--- src/rtl/toggle_power_monitor_if.sv ---
// Control and result signals of the toggle power monitor; clock and reset stay
// outside the interface as plain ports.
interface toggle_power_monitor_if #(
    parameter int WIDTH    = 8,
    parameter int CHANNELS = 4,
    parameter int CNT_W    = 24
);
    logic                      en;
    logic                      clr;
    logic [CHANNELS-1:0]       ch_mask;
    logic [CHANNELS*WIDTH-1:0] d;
    logic [CNT_W-1:0]          acc;
    logic [CNT_W-1:0]          win_cnt;
    logic                      win_valid;
    logic                      sat;
    logic                      busy;

    modport master (
        output en, clr, ch_mask, d,
        input  acc, win_cnt, win_valid, sat, busy
    );

    modport slave (
        input  en, clr, ch_mask, d,
        output acc, win_cnt, win_valid, sat, busy
    );
endinterface

--- src/rtl/toggle_power_monitor.sv ---
// Weighted toggle counter over masked channels, totalled per fixed-length window
// with a saturating accumulator and a sticky saturation flag.
//
// state   | meaning
// IDLE    | monitor off, ACC and window position retained
// PRIME   | capture first reference sample, nothing counted
// COUNT   | accumulate weighted toggles, close window at WINDOW-1
module toggle_power_monitor #(
    parameter int WIDTH    = 8,
    parameter int CHANNELS = 4,
    parameter int WEIGHT   = 1,
    parameter int CNT_W    = 24,
    parameter int WINDOW   = 256
) (
    input  logic i_clk,
    input  logic i_rst,
    toggle_power_monitor_if.slave bus
);
    localparam int INC_W = $clog2(CHANNELS * WIDTH * WEIGHT + 1);
    localparam int ADD_W = ((CNT_W > INC_W) ? CNT_W : INC_W) + 1;
    localparam int WC_W  = $clog2(WINDOW);
    localparam logic [ADD_W-1:0] SUM_MAX = {{(ADD_W-CNT_W){1'b0}}, {CNT_W{1'b1}}};

    typedef enum logic [1:0] {
        S_IDLE,
        S_PRIME,
        S_COUNT
    } state_t;

    state_t                    r_state;
    logic [CHANNELS*WIDTH-1:0] r_prev;
    logic [CNT_W-1:0]          r_acc;
    logic [CNT_W-1:0]          r_win_cnt;
    logic [WC_W-1:0]           r_wcnt;
    logic                      r_win_valid;
    logic                      r_sat;
    logic                      r_busy;

    logic [CHANNELS*WIDTH-1:0] w_diff;
    logic [INC_W-1:0]          w_pop;
    logic [INC_W-1:0]          w_inc;
    logic [ADD_W-1:0]          w_sum;
    logic                      w_ovf;
    logic [CNT_W-1:0]          w_acc_next;
    logic                      w_close;

    assign w_diff = bus.d ^ r_prev;

    always_comb begin
        w_pop = '0;
        for (int k = 0; k < CHANNELS; k++) begin
            if (bus.ch_mask[k]) begin
                for (int b = 0; b < WIDTH; b++) begin
                    w_pop = w_pop + INC_W'(w_diff[k*WIDTH+b]);
                end
            end
        end
    end

    // INC_W is sized for the full weighted maximum, so the product never wraps
    assign w_inc      = w_pop * INC_W'(WEIGHT);
    assign w_sum      = ADD_W'(r_acc) + ADD_W'(w_inc);
    assign w_ovf      = (w_sum > SUM_MAX);
    assign w_acc_next = w_ovf ? {CNT_W{1'b1}} : w_sum[CNT_W-1:0];
    assign w_close    = (r_wcnt == WC_W'(WINDOW - 1));

    always_ff @(posedge i_clk) begin
        if (i_rst) begin
            r_state     <= S_IDLE;
            r_prev      <= '0;
            r_acc       <= '0;
            r_win_cnt   <= '0;
            r_wcnt      <= '0;
            r_win_valid <= 1'b0;
            r_sat       <= 1'b0;
            r_busy      <= 1'b0;
        end else begin
            r_win_valid <= 1'b0;
            if (r_state != S_IDLE) begin
                r_prev <= bus.d;
            end

            if (bus.clr) begin
                r_acc   <= '0;
                r_wcnt  <= '0;
                r_sat   <= 1'b0;
                r_state <= bus.en ? S_PRIME : S_IDLE;
                r_busy  <= bus.en;
            end else begin
                case (r_state)
                    S_IDLE: begin
                        if (bus.en) begin
                            r_state <= S_PRIME;
                            r_busy  <= 1'b1;
                        end
                    end
                    S_PRIME: begin
                        r_state <= S_COUNT;
                        r_busy  <= 1'b1;
                    end
                    S_COUNT: begin
                        if (w_ovf) begin
                            r_sat <= 1'b1;
                        end
                        if (w_close) begin
                            r_win_cnt   <= w_acc_next;
                            r_acc       <= '0;
                            r_wcnt      <= '0;
                            r_win_valid <= 1'b1;
                        end else begin
                            r_acc  <= w_acc_next;
                            r_wcnt <= r_wcnt + WC_W'(1);
                        end
                        // Window position survives a pause; only CLR/reset restarts it
                        if (!bus.en) begin
                            r_state <= S_IDLE;
                            r_busy  <= 1'b0;
                        end
                    end
                    default: begin
                        r_state <= S_IDLE;
                        r_busy  <= 1'b0;
                    end
                endcase
            end
        end
    end

    assign bus.acc       = r_acc;
    assign bus.win_cnt   = r_win_cnt;
    assign bus.win_valid = r_win_valid;
    assign bus.sat       = r_sat;
    assign bus.busy      = r_busy;
endmodule
--- src/flat_wrapper.sv ---
// flat-port wrapper written by rule: the top's interface ports become plain ports
module toggle_power_monitor_flat 
#(
    parameter int WIDTH    = 8,
    parameter int CHANNELS = 4,
    parameter int WEIGHT   = 1,
    parameter int CNT_W    = 24,
    parameter int WINDOW   = 256
)
  (i_clk, i_rst, bus_en, bus_clr, bus_ch_mask, bus_d, bus_acc, bus_win_cnt, bus_win_valid, bus_sat, bus_busy);
  toggle_power_monitor_if #(.WIDTH(WIDTH), .CHANNELS(CHANNELS), .CNT_W(CNT_W)) bus_i ();
  input  logic i_clk;
  input  logic i_rst;
  input wire logic [$bits(bus_i.en)-1:0] bus_en;
  input wire logic [$bits(bus_i.clr)-1:0] bus_clr;
  input wire logic [$bits(bus_i.ch_mask)-1:0] bus_ch_mask;
  input wire logic [$bits(bus_i.d)-1:0] bus_d;
  output wire logic [$bits(bus_i.acc)-1:0] bus_acc;
  output wire logic [$bits(bus_i.win_cnt)-1:0] bus_win_cnt;
  output wire logic [$bits(bus_i.win_valid)-1:0] bus_win_valid;
  output wire logic [$bits(bus_i.sat)-1:0] bus_sat;
  output wire logic [$bits(bus_i.busy)-1:0] bus_busy;
  assign bus_i.en = bus_en;
  assign bus_i.clr = bus_clr;
  assign bus_i.ch_mask = bus_ch_mask;
  assign bus_i.d = bus_d;
  assign bus_acc = bus_i.acc;
  assign bus_win_cnt = bus_i.win_cnt;
  assign bus_win_valid = bus_i.win_valid;
  assign bus_sat = bus_i.sat;
  assign bus_busy = bus_i.busy;
  toggle_power_monitor #(.WIDTH(WIDTH), .CHANNELS(CHANNELS), .WEIGHT(WEIGHT), .CNT_W(CNT_W), .WINDOW(WINDOW)) u_core (.i_clk(i_clk), .i_rst(i_rst), .bus(bus_i));
endmodule
--- config.mk ---
export PLATFORM = sky130hd
export DESIGN_NAME = toggle_power_monitor_flat
export DESIGN_NICKNAME = d
export VERILOG_FILES = /design/src/rtl/toggle_power_monitor_if.sv /design/src/rtl/toggle_power_monitor.sv /design/src/flat_wrapper.sv
export SDC_FILE = /design/constraint.sdc
export NUM_CORES = 1
export LEC_CHECK = 0
export CAP_MARGIN = 15
export CORE_ASPECT_RATIO = 0.6
export CORE_MARGIN = 4
export CORE_UTILIZATION = 45
export CTS_CLUSTER_SIZE = 24
export DETAILED_ROUTE_END_ITERATION = 16
export PLACE_DENSITY = 0.72
export SLEW_MARGIN = 20
export SYNTH_ARGS = -nofsm -noshare
export SYNTH_HDL_FRONTEND = slang
export SYNTH_SLANG_ARGS = --single-unit
export TNS_END_PERCENT = 30
--- constraint.sdc ---
create_clock -name i_clk -period 14.1 [get_ports i_clk]
set_clock_uncertainty 0.2 [all_clocks]
set_input_delay 2.115 -clock i_clk [delete_from_list [all_inputs] [get_ports i_clk]]
set_output_delay 2.115 -clock i_clk [all_outputs]
set_load 0.05 [all_outputs]
==> metrics <==
FF-to-FF path depth=33; met1 GRT Util=32.3%; post-synthesis sequential area ratio=33.0%; relative slew slack=34.6%; status=completed; Yosys top cell area share=33.0%; hold depth=2; CP Launch Type=input pin; area delta synth->final=22.6%; die footprint=14500 µm²; Mapped Cells=685; Final Core Density=57.0%; ys async rst share=0%; Setup crit end kind=flip-flop; total core area=12100 µm²; Num CTS Buffers=9; Worst R2R End=u_core.bus.acc[14]$_SDFFE_PP0N_; post-synthesis cell type count=50; HP Start=u_core.bus.win_cnt[16]$_SDFFE_PP0P_; syn avg cell area=8.24 µm²; vias in the first global route=4849; M3 GR Usage=6.59%; footprint of the multi-input gates=3520 µm²; Synth Warn #=0; fraction of layout cells with a size suffix above 1=4.64%; Iter 0 DRT Violations=454; CTS Sinks=93; row count=31; Main synth FF type=dfxtp_1; Hold Path Class=reg -> reg; Port Buf Inserts=90; Final Cycle Share=91.8%; GRT Resource Usage Total=21.8%; Top Ports=91; fill count=1062; final-report hold violation count=0; CP top delay family=adder cells; Min-Delay Endpoint=u_core.bus.win_cnt[16]$_SDFFE_PP0P_; # placed instances=905; CP dominant cell by count=fa_1; via/cell ratio=5.55; post-CTS setup buffer count=0; # H-tree levels=3; maxcap violations=0; pin count of the biggest net entering global routing=62; slowest CP cell=fa_1; Die Span Y=94.7 µm; GR Overflow Total=0; P per Cell Area=179 nW/µm²; gpl congestion=0.936; reg-to-reg slack, setup=3100 ps; Starting Density=46.5%; WL final=15.6 mm; Final Non-Filler Cells=920; RSZ-0062 raised after global routing=false; fmax=77.3 MHz; Area contributors post-synth=dfxtp_1 33%, fa_1 7.1%, a21oi_1 6.6%; Worst-Skew Late Latency=340 ps; CTS-repair resized insts=0; CTS tree=yes; post-route DRC violation count=0; area leader, netlist=dfxtp_1; synthesized flop and latch total=93; number of synthesized flops with an enable pin=0; leakage=2.56 nW; critical path class=in -> reg; worst reg2reg startpoint=u_core.r_prev[0]$_SDFFE_PP0N_; Routed WL per cell=16.9 µm; Post-Syn Nets=774; Final ANT Viol Nets=0; via count=5110; final hold slack=262 ps; number of diodes=0; CP required=14120 ps; DRT Pass-1 Iters=5; clock slew seen by the registers of the worst setup and hold paths=70 ps; die width=153 µm; first-pass GRT wire length=25.3 mm; endpoints failing setup=0; Seq. cell area=1860 µm²; Post-CTS Hold Buffers=0; area post-placement=6620 µm²; pins over their slew limit=0; Nets=840; antenna violations before repair=0; setup TNS=0 ps; CP peak stage delay=550 ps; Finished Cell Area=6910 µm²; crit path max fanout=9; DP HPWL=12.1 mm; crit path DAT=12960 ps; Synth Cell Area=5640 µm²; min Tclk post-route=12940 ps; VDD IR-drop max=0.000144 V; CTS max path bufs=2; met2 Usage GRT=31.5%; Slew @ Worst Pin=979 ps; Most Crowded Layer GR=met1; worst path bufs/invs=5; clk root buf=clkbuf_16
==> per-stage QoR <==
step / setup slack [ps] / total power [mW]
2_1_floorplan: 2090 / 0.842
6_report: 1160 / 1.24
3_3_place_gp: 1070 / 0.964
5_1_grt: 583 / 1.37
4_1_cts: 1120 / 1.25
3_5_place_dp: 798 / 1.01
==> routing by layer <==
layer,vias to the layer above,wire [µm]
met5,-,0
met4,0,134
met3,13,1440
met2,199,6260
met1,2406,7730
li1,2492,-
==> placed cells by master, fill, tap and decap left out, types with 6 or more instances in the layout <==
cell type,instances
fa_1,20
o21ai_0,39
ha_1,29
nor2_1,53
nand2b_1,7
nor3_1,6
inv_1,30
xnor2_1,37
and2_1,7
a21oi_1,74
clkdlybuf4s50_1,89
a211oi_1,19
nand2_1,96
nand3_1,16
dfxtp_1,93
clkbuf_16,9
nand4_1,10
xor2_1,26
nor2b_1,10
o22ai_1,7
and3_1,7
==> registers in the layout, indices dropped and copies added (netlist names) <==
name                  count
u_core.bus.acc           24
u_core.bus.busy           1
u_core.bus.sat            1
u_core.bus.win_cnt       24
u_core.bus.win_valid      1
u_core.r_prev            32
u_core.r_state            2
u_core.r_wcnt             8
==> how the worst max path moves through the flow <==
stage | start | endpoint | cells after the start
after floorplan | bus_d[0] | u_core.bus.win_cnt[0]$_SDFFE_PP0P_ | 32
after global placement | bus_d[0] | u_core.bus.win_cnt[13]$_SDFFE_PP0P_ | 33
after CTS | bus_d[0] | u_core.bus.win_cnt[19]$_SDFFE_PP0P_ | 36
final | bus_d[0] | u_core.bus.acc[14]$_SDFFE_PP0N_ | 34
after global routing | bus_d[0] | u_core.bus.win_cnt[19]$_SDFFE_PP0P_ | 36
after detailed placement | bus_d[0] | u_core.bus.win_cnt[19]$_SDFFE_PP0P_ | 36
==> Yosys cell counts (all sizes together) (6+ instances only) <==
library cell / count
a211oi: 22
a21oi: 74
and2: 7
and3: 7
buf: 6
clkbuf: 32
dfxtp: 93
fa: 20
ha: 29
inv: 30
nand2: 96
nand2b: 7
nand3: 16
nand4: 10
nor2: 56
nor2b: 10
nor3: 7
o21ai: 40
o22ai: 7
xnor2: 37
xor2: 26
==> final cells by class <==
cell class / count / area share [%]
multi-input combinational: 524 / 51.0
clock buffer: 10 / 3.31
timing repair buffer: 93 / 13.3
tap: 165 / 2.99
sequential: 93 / 26.9
clock inverter: 5 / 0.887
inverter: 30 / 1.63
==> power breakdown <==
| group | internal [mW] | switching [mW] | leakage (nW) |
|---|---|---|---|
| Clock | 0.137 | 0.105 | 0.131 |
| Sequential | 0.269 | 0.00495 | 0.754 |
| Combinational | 0.331 | 0.393 | 1.68 |
==> tightest hold or removal path, stage by stage (launching register included) <==
cell and delay [ps]:
dfxtp_1 310, nand2_1 60, a21oi_1 50
==> kinds of logic after synthesis <==
| family | share of synthesized area, % |
|---|---|
| buffers and inverters | 4.75 |
| xor gates and xnor gates | 9.78 |
| DFF | 33.0 |
| AOI/OAI and AO/OA | 18.6 |
| adders and majority gates | 13.5 |
| muxes | 1.15 |
| and+or+nand+nor | 19.2 |
No activity file was read; power rests on OpenSTA's default activity.
